--- src/rtl/mux_pipe_reg_if.sv ---
// Handshake/bus bundle for mux_pipe_reg: flattened data inputs, select,
// valid, pipeline control (stall/flush) and the registered results.
// master = upstream producer/controller side, slave = the mux stage itself.
interface mux_pipe_reg_if #(
    parameter int WIDTH  = 32,
    parameter int NUM_IN = 4,
    parameter int SEL_W  = 2
);
    logic [NUM_IN*WIDTH-1:0] in_bus;
    logic [SEL_W-1:0]        sel;
    logic                    in_valid;
    logic                    stall;
    logic                    flush;
    logic [WIDTH-1:0]        out;
    logic                    out_valid;
    logic [SEL_W-1:0]        sel_q;
    logic                    sel_err;

    modport master (
        output in_bus,
        output sel,
        output in_valid,
        output stall,
        output flush,
        input  out,
        input  out_valid,
        input  sel_q,
        input  sel_err
    );

    modport slave (
        input  in_bus,
        input  sel,
        input  in_valid,
        input  stall,
        input  flush,
        output out,
        output out_valid,
        output sel_q,
        output sel_err
    );
endinterface

--- src/rtl/mux_pipe_reg.sv ---
// Registered NUM_IN:1 mux stage with valid, stall (hold) and flush (bubble); optional sticky bad-select flag under MUX_PIPE_REG_SEL_CHECK_EN.
// Latency: fixed 1 cycle from sel/in_bus/in_valid to out/out_valid/sel_q; no combinational input-to-output path.
// Backpressure: stall holds the stage contents; flush overrides stall and loads RESET_VAL with out_valid=0.
module mux_pipe_reg #(
    parameter int               WIDTH     = 32,
    parameter int               NUM_IN    = 4,
    parameter int               SEL_W     = 2,
    parameter logic [WIDTH-1:0] RESET_VAL = '0
) (
    input  logic            clk,
    input  logic            reset,
    mux_pipe_reg_if.slave   bus
);

    // Reject configurations the select cannot address or that fall outside the supported fan-in.
    if (NUM_IN < 2 || NUM_IN > 16 || (1 << SEL_W) < NUM_IN) begin : g_bad_params
        $error("mux_pipe_reg: illegal NUM_IN/SEL_W combination");
    end

    logic [WIDTH-1:0] mux_dat;
    logic [WIDTH-1:0] out_r;
    logic             out_valid_r;
    logic [SEL_W-1:0] sel_r;
    logic             load;

    // A load happens only when the stage is neither being killed nor held.
    assign load = !bus.flush && !bus.stall;

    // Select input[sel]; a select with no matching input falls through to RESET_VAL.
    always_comb begin
        mux_dat = RESET_VAL;
        for (int k = 0; k < NUM_IN; k++) begin
            if (bus.sel == SEL_W'(k)) begin
                mux_dat = bus.in_bus[k*WIDTH +: WIDTH];
            end
        end
    end

    // Pipeline register: flush inserts a bubble, stall holds, otherwise capture
    // data regardless of in_valid (downstream qualifies with out_valid).
    always_ff @(posedge clk or posedge reset) begin
        if (reset) begin
            out_r       <= RESET_VAL;
            out_valid_r <= 1'b0;
            sel_r       <= '0;
        end else if (bus.flush) begin
            out_r       <= RESET_VAL;
            out_valid_r <= 1'b0;
            sel_r       <= '0;
        end else if (!bus.stall) begin
            out_r       <= mux_dat;
            out_valid_r <= bus.in_valid;
            sel_r       <= bus.sel;
        end
    end

    assign bus.out       = out_r;
    assign bus.out_valid = out_valid_r;
    assign bus.sel_q     = sel_r;

`ifdef MUX_PIPE_REG_SEL_CHECK_EN
    // NUM_IN widened by one bit so the unsigned compare is exact even when
    // NUM_IN == 2^SEL_W (every select then counts as in range).
    localparam logic [SEL_W:0] NUM_IN_CMP = (SEL_W+1)'(NUM_IN);

    logic sel_in_range;
    logic sel_err_r;

    assign sel_in_range = ({1'b0, bus.sel} < NUM_IN_CMP);

    // Sticky flag: only a real (valid, loading) out-of-range select counts;
    // flush and stall leave it untouched, only reset clears it.
    always_ff @(posedge clk or posedge reset) begin
        if (reset) begin
            sel_err_r <= 1'b0;
        end else if (load && bus.in_valid && !sel_in_range) begin
            sel_err_r <= 1'b1;
        end
    end

    assign bus.sel_err = sel_err_r;
`else
    assign bus.sel_err = 1'b0;
`endif

endmodule

--- src/flat_wrapper.sv ---
// flat-port wrapper written by rule: the top's interface ports become plain ports
module mux_pipe_reg_flat 
#(
    parameter int               WIDTH     = 32,
    parameter int               NUM_IN    = 4,
    parameter int               SEL_W     = 2,
    parameter logic [WIDTH-1:0] RESET_VAL = '0
)
  (clk, reset, bus_in_bus, bus_sel, bus_in_valid, bus_stall, bus_flush, bus_out, bus_out_valid, bus_sel_q, bus_sel_err);
  mux_pipe_reg_if #(.WIDTH(WIDTH), .NUM_IN(NUM_IN), .SEL_W(SEL_W)) bus_i ();
  input  logic clk;
  input  logic reset;
  input wire logic [$bits(bus_i.in_bus)-1:0] bus_in_bus;
  input wire logic [$bits(bus_i.sel)-1:0] bus_sel;
  input wire logic [$bits(bus_i.in_valid)-1:0] bus_in_valid;
  input wire logic [$bits(bus_i.stall)-1:0] bus_stall;
  input wire logic [$bits(bus_i.flush)-1:0] bus_flush;
  output wire logic [$bits(bus_i.out)-1:0] bus_out;
  output wire logic [$bits(bus_i.out_valid)-1:0] bus_out_valid;
  output wire logic [$bits(bus_i.sel_q)-1:0] bus_sel_q;
  output wire logic [$bits(bus_i.sel_err)-1:0] bus_sel_err;
  assign bus_i.in_bus = bus_in_bus;
  assign bus_i.sel = bus_sel;
  assign bus_i.in_valid = bus_in_valid;
  assign bus_i.stall = bus_stall;
  assign bus_i.flush = bus_flush;
  assign bus_out = bus_i.out;
  assign bus_out_valid = bus_i.out_valid;
  assign bus_sel_q = bus_i.sel_q;
  assign bus_sel_err = bus_i.sel_err;
  mux_pipe_reg #(.WIDTH(WIDTH), .NUM_IN(NUM_IN), .SEL_W(SEL_W), .RESET_VAL(RESET_VAL)) u_core (.clk(clk), .reset(reset), .bus(bus_i));
endmodule
--- config.mk ---
export PLATFORM = sky130hd
export DESIGN_NAME = mux_pipe_reg_flat
export DESIGN_NICKNAME = d
export VERILOG_FILES = /design/src/rtl/mux_pipe_reg_if.sv /design/src/rtl/mux_pipe_reg.sv /design/src/flat_wrapper.sv
export SDC_FILE = /design/constraint.sdc
export NUM_CORES = 1
export LEC_CHECK = 0
export BUFFER_PORTS_ARGS = -buffer_cell sky130_fd_sc_hd__buf_2
export CAP_MARGIN = 30
export CORE_ASPECT_RATIO = 0.6
export CORE_MARGIN = 1
export CORE_UTILIZATION = 46
export CTS_BUF_LIST = sky130_fd_sc_hd__clkbuf_4 sky130_fd_sc_hd__clkbuf_8
export DETAILED_ROUTE_END_ITERATION = 10
export GPL_ROUTABILITY_DRIVEN = 0
export PLACE_DENSITY = 0.85
export SYNTH_ARGS = -nofsm -noshare
export SYNTH_HDL_FRONTEND = slang
export SYNTH_SLANG_ARGS = --single-unit
--- constraint.sdc ---
create_clock -name clk -period 1.4 [get_ports clk]
set_input_delay 0.07 -clock clk [delete_from_list [all_inputs] [get_ports clk]]
set_output_delay 0.07 -clock clk [all_outputs]
set_load 0.05 [all_outputs]
==> results of run 1 <==
power breakdown:
group          internal [mW]  switching [mW]
Combinational          0.390           0.596
Sequential              1.09          0.0438
Clock                  0.469           0.353
Total                   1.94           0.992
kinds of logic after synthesis:
logic type      count (synthesis)  share of synthesized area
other cells                     1                    0.00153
simple gates                   37                      0.109
mux                            67                      0.273
compound gates                 32                      0.191
buf+inv                        24                     0.0698
flops                          35                      0.357
placed cells by master (no fill, tap or decap):
cell and instances:
buf_12 5, buf_2 168, buf_4 6, clkbuf_4 1
clkbuf_8 7, conb_1 1, dfrtp_1 35, dlygate4sd3_1 2
inv_1 1, mux2i_1 67, nand3b_1 32, nor2_1 3
o221ai_1 2, o221ai_2 30, or3_2 1, or3b_2 1
registers in the layout (all words and copies together), names as in the netlist:
register              cells
u_core.bus.out           32
u_core.bus.sel_q          2
u_core.bus.out_valid      1
metrics by stage:
stage / setup WS [ns] / hold WS (ns) / instance area [um2] / util
6_report: 0.409 / 0.0299 / 3480 / 0.682
5_1_grt: 0.356 / 0.0769 / 3480 / 0.682
4_1_cts: 0.394 / 0.0285 / 3480 / 0.682
3_5_place_dp: 0.164 / 0.198 / 3360 / 0.658
3_3_place_gp: 0.216 / 0.194 / 3360 / 0.658
2_1_floorplan: 0.332 / 0.223 / 2460 / -
routing by layer:
layer  vias up  track usage
li1       1099            -
met1      1048        0.293
met2       106        0.416
met3        10       0.0568
met4         0       0.0756
met5         -            0
how the worst max path moves through the flow:
| stage | from | endpoint | cells after the start |
|---|---|---|---|
| global placement | bus_stall | u_core.bus.out[30] | 4 |
| finish | u_core.bus.out[4] | bus_out[4] | 1 |
| detailed placement | bus_flush | u_core.bus.out[30] | 4 |
| CTS | u_core.bus.out[16] | bus_out[16] | 1 |
| global route | u_core.bus.out[6] | bus_out[6] | 1 |
| floorplan | bus_stall | u_core.bus.out[1] | 5 |
timing repair:
item	in CTS	in global routing
hold endpoints to repair	36	0
hold buffers	2	0
setup endpoints to repair	0	0
area by class of cell:
class,count,area (um2),area share
Timing Repair Buffer,181,1010,0.289
Multi-Input combinational cell,137,1410,0.405
Inverter,1,3.75,0.00108
Clock buffer,8,104,0.0298
Sequential cell,35,876,0.252
Tap cell,66,82.6,0.0237
==> summary.md, run 1 <==
| Metric | Value |
|---|---|
| Status | complete, no violations |
| Hold path depth | 3 |
| Vias in the first global route | 2096 |
| WP buf/inv | 1 |
| Ys async rst share | 1.00 |
| Final min period | 0.991 ns |
| Max Cap Violations | 0 |
| CP max stage cell | dfrtp_1 |
| Dominant cell type by area after synthesis | dfrtp_1 |
| Hold path startpoint | bus_in_valid |
| Layout cell share with drive strength beyond 1 | 0.605 |
| Final critical-path share of the clock period | 0.708 |
| Syn Area/Cell | 12.5 um2 |
| Top-area cell type share of the netlist area | 0.357 |
| Syn Nets | 331 |
| RSZ-0062 raised after global routing | false |
| Core Region | 0.00510 mm2 |
| Yosys cell types | 15 |
| CTS tree | done |
| Cell Chain, Critical Path | buf_2 |
| Filler cells | 405 |
| HPWL Detailed | 5050 um |
| Residual DRC | 0 |
| Remaining global-route overflow | 0 |
| Syn. warnings | 0 |
| Final WL | 6580 um |
| Largest net degree at the start of global routing | 36 |
| Max FO, Critical Path | 2 |
| Area added between synthesis and finish | 41.8% |
| Total GRT Usage | 0.238 |
| Placed cell count | 418 |
| Post-synth top flop | dfrtp_1 |
| Critical Path AT | 0.92 ns |
| CTS Buf Count | 5 |
| CP top delay family | flip-flops |
| R2R Path End | u_core.bus.out[4] |
| Synth top cells by count | mux2i_1 (67), dfrtp_1 (35), nand3b_1 (32) |
| Cells after synthesis | 196 |
| Die height | 58.6 um |
| First drt pass iteration count | 4 |
| Setup violators final | 0 |
| Skew-Pair Late Insertion Delay | 0.27 ns |
| Final Non-Filler Cells | 428 |
| Clk_skew | 0 ns |
| Worst Hold End | u_core.bus.out_valid |
| Hold Vio Cnt, Final | 0 |
| Power Density | 843 mW/mm2 |
| Reg clk slew, reported paths | 0.07 ns |
| Slew Limit Fails | 0 |
| VDD IR max | 0.398 mV |
| Antenna Cells | 0 |
| R2r setup slk | 0.67 ns |
| Die Span X | 96.3 um |
| CTS Buffer Depth | 2 |
| Initial antenna violation count | 0 |
| H-tree depth | 2 |
| Setup tns final | 0 ns |
| IO Count | 171 |
| Vias per cell | 5.29 |
| Reg2reg start | u_core.bus.out[4] |
| Worst endpoint required time | 1.33 ns |
| Pleak | 1.86 nW |
| Crit path largest cell delay | 0.36 ns |
| Port Buffers | 169 |
| Worst reg-to-reg path cell count | 2 |
| CP Class | reg -> out |
| Post CTS Setup Buffer Count | 0 |
| First-pass GRT wire length | 9890 um |
| Die area | 0.00565 mm2 |
| Starting Density | 0.481 |
| Seq cells post-synth | 35 |
| Maximum clock rate | 1010 MHz |
| DR WL met2 | 3190 um |
| Routed WL per cell | 15.4 um |
| Num rows | 20 |
| Synth area leaders | dfrtp_1 (36%), mux2i_1 (27%), o221ai_2 (18%) |
| Sequential element share of the synthesized area | 0.357 |
| Pwr Total | 2.94 mW |
| Layout Nets | 496 |
| Count leader, synth | mux2i_1 |
| Post-synth EDFFs | 0 |
| Root Buffer | clkbuf_8 |
| Worst hold path type | in -> reg |
| Final ANT Viol Nets | 0 |
| Crit start category | register |
| WL met3 | 526 um |
| Vias | 2263 |
| Initial detailed-routing violation count | 57 |
| Worst Setup End Kind | output port |
| Area of the mapped netlist | 0.00246 mm2 |
| Metal1 wirelength | 2780 um |
| Highest metal used | met4 |
| CTS resizes | 0 |
| Clock sinks | 35 |
(Power assumes the default switching activity.)
==> inputs of run 2 (changes only) <==
--- a/config.mk
+++ b/config.mk
@@ -9,11 +9,11 @@
 export CAP_MARGIN = 30
 export CORE_ASPECT_RATIO = 0.6
 export CORE_MARGIN = 1
-export CORE_UTILIZATION = 46
+export CORE_UTILIZATION = 39
 export CTS_BUF_LIST = sky130_fd_sc_hd__clkbuf_4 sky130_fd_sc_hd__clkbuf_8
 export DETAILED_ROUTE_END_ITERATION = 10
 export GPL_ROUTABILITY_DRIVEN = 0
-export PLACE_DENSITY = 0.85
+export PLACE_DENSITY = 0.77
 export SYNTH_ARGS = -nofsm -noshare
 export SYNTH_HDL_FRONTEND = slang
 export SYNTH_SLANG_ARGS = --single-unit
==> constraint.sdc (replaced) <==
create_clock -name clk -period 0.85 [get_ports clk]
set_input_delay 0.0425 -clock clk [delete_from_list [all_inputs] [get_ports clk]]
set_output_delay 0.0425 -clock clk [all_outputs]
set_load 0.05 [all_outputs]
==> run 2 against run 1 <==
Compared with the run above: critical path type unchanged; final area grew 13%; power up 81%; sequential power rose by 67%; via count is 4.1% higher; largest cell class unchanged; clock power is 85% higher; the run now ends with negative hold slack, negative setup slack left; critical endpoint is now bus_out[15]; critical path depth did not move; sequential cell count stayed put; utilization is 0.53 points lower; register-to-register slack got worse by 0.68 ns.
==> summary.md, run 2 (synthesis gave the netlist of run 1 again) <==
| Metric | Value |
|---|---|
| Clk_skew | 0 ns (unchanged) |
| Die Span X | 104 um (+8.4%) |
| H-tree depth | 2 (unchanged) |
| Routed WL per cell | 15.7 um (+2.5%) |
| Remaining global-route overflow | 0 (unchanged) |
| Starting Density | 0.423 (-0.0582) |
| Slew Limit Fails | 0 (unchanged) |
| Filler cells | 476 (+18%) |
| Maximum clock rate | 1100 MHz |
| Initial detailed-routing violation count | 87 (+53%) |
| Largest register FFs | 32 (unchanged) |
| Skew-Pair Late Insertion Delay | 0.28 ns (about the same) |
| Placed cell count | 436 (+4.3%) |
| Hold Vio Cnt, Final | 1 (+1) |
| Commonest non-fill, non-tap cells in the layout | buf_2 (133), mux2i_1 (67), buf_6 (42), nand3b_1 (32), dfrtp_1 (32) |
| Largest net degree at the start of global routing | 36 (unchanged) |
| Vias per cell | 5.12 (-3.1%) |
| Final WL | 7240 um (+10%) |
| Fin Hold WS | -0.000746 ns (-0.0307 ns) |
| R2r setup slk | -0.01 ns (-0.68 ns) |
| CP startpoint | u_core.bus.out[15] |
| Die height | 63.5 um (+8.3%) |
| RSZ-0062 raised after global routing | true |
| Power Density | 1360 mW/mm2 (+61%) |
| Cell Chain, Critical Path | buf_6 |
| Worst Setup End Kind | output port |
| Reg2reg start | u_core.bus.out[28] |
| Final critical-path share of the clock period | 1.07 |
| Area occupied by registers | 880 um2 (+0.43%) |
| CP max stage cell | dfrtp_1 |
| Commonest non-fill, non-tap cell in the layout | buf_2 |
| WP buf/inv | 1 (unchanged) |
| CTS Buf Count | 5 (unchanged) |
| Die area | 0.00663 mm2 (+17%) |
| Port Buffers | 169 (unchanged) |
| Root Buffer | clkbuf_8 |
| Total GRT Usage | 0.224 (-0.0140) |
| First drt pass iteration count | 4 (unchanged) |
| Final min period | 0.905 ns |
| Clock sinks | 35 (unchanged) |
| Crit path largest cell delay | 0.41 ns (+0.05 ns) |
| CP Class | reg -> out |
| Hold path startpoint | bus_in_valid |
| Vias | 2356 (+4.1%) |
| Max FO, Critical Path | 2 (unchanged) |
| CTS tree | done |
| Residual DRC | 0 (unchanged) |
| Max Cap Violations | 0 (unchanged) |
| Crit start category | register |
| Final instance area | 0.00393 mm2 (+13%) |
| DP Area | 0.00342 mm2 (+1.9%) |
| Final Non-Filler Cells | 460 (+7.5%) |
| Pwr Total | 5.33 mW (+81%) |
| Setup ws final | -0.0555 ns (-0.464 ns) |
| Layout Nets | 514 (+3.6%) |
| Critical Path AT | 0.86 ns (-0.06 ns) |
| Area added between synthesis and finish | 60.0% |
| Num rows | 21 (+5.0%) |
| Antenna Cells | 0 (unchanged) |
| Worst hold path type | in -> reg |
| Worst endpoint required time | 0.81 ns (-0.52 ns) |
| Layout cell share with drive strength beyond 1 | 0.634 (+0.0292) |
| Multi-input logic area | 0.00142 mm2 (+0.44%) |
| Reg clk slew, reported paths | 0.08 ns (about the same) |
| Vias in the first global route | 2429 (+16%) |
| First-pass GRT wire length | 11600 um (+17%) |
| CTS Buffer Depth | 2 (unchanged) |
| Final ANT Viol Nets | 0 (unchanged) |
| IO Count | 171 (unchanged) |
| VDD IR max | 0.721 mV (+81%) |
| Status | complete, but fails checks |
| Initial antenna violation count | 0 (unchanged) |
| HPWL Detailed | 5340 um (+5.7%) |
| Pleak | 2.01 nW (+8.0%) |
| CP top delay family | flip-flops |
| Core Region | 0.00581 mm2 (+14%) |
| Setup violators final | 36 (+36) |
| Failing checks | negative hold slack, negative setup slack |
[run 2: cell types whose count changed in the layout (fill, tap and decap cells not counted), sizes merged]
cell         before  now
buf             179  198
bufinv            0    1
clkbuf            8    7
dlygate4sd3       2    1
[run 2: path summary, 6_finish.rpt]
kind / endpoint / cells after the start
worst max-delay path: bus_out[15] / 1
worst min-delay path: u_core.bus.out_valid / 3
worst max register to register: u_core.bus.out[28] / 3
worst min register to register: u_core.bus.sel_q[0] / 2
max in group asynchronous: u_core.bus.sel_q[1] / 4
min in group asynchronous: u_core.bus.out[7] / 4
[run 2: per-layer routing]
metal / share of wire / GRT usage / vias up
li1: - / - / 1131
met1: 0.43 / 0.274 / 1103
met2: 0.49 / 0.392 / 113
met3: 0.070 / 0.0569 / 9
met4: 0.011 / 0.0625 / 0
met5: 0 / 0 / -
[run 2: what timing repair did]
item | 4_1_cts | 5_1_grt
endpoints found under the setup margin | 60 | 44
setup buffers | 10 | 4
pin swaps | 0 | 1
gates cloned | 1 | 0
hold buffers | 1 | 0
endpoints found under the hold margin | 35 | 0
gates resized for setup | 75 | 5
[run 2: cell type report]
class                           count  share of cell area
Clock buffer                        7              0.0213
Clock inverter                      1             0.00764
Multi-Input combinational cell    137               0.360
Inverter                            1            0.000955
Timing Repair Buffer              199               0.360
Tap cell                           80              0.0255
Sequential cell                    35               0.224
[run 2: power by group]
group	total, mW	switching [mW]	internal [mW]
logic	1.91	1.02	0.887
clock network	1.52	0.583	0.941
registers	1.89	0.102	1.79
[run 2: stage by stage]
step,setup slack [ns],util,TNS (ns)
4_1_cts,-0.0607,0.670,-1.45
3_5_place_dp,-0.339,0.589,-9.68
6_report,-0.0555,0.677,-1.28
2_1_floorplan,-0.187,-,-5.90
3_3_place_gp,-0.305,0.589,-8.73
5_1_grt,-0.0851,0.677,-2.49
[run 2: worst min-delay path: cells and delay by family]
| family | cells | cell delay [ns] |
|---|---|---|
| AND/OR/NAND/NOR | 1 | 0.08 |
| buffers and inverters | 1 | 0.08 |
| multiplexers | 1 | 0.05 |
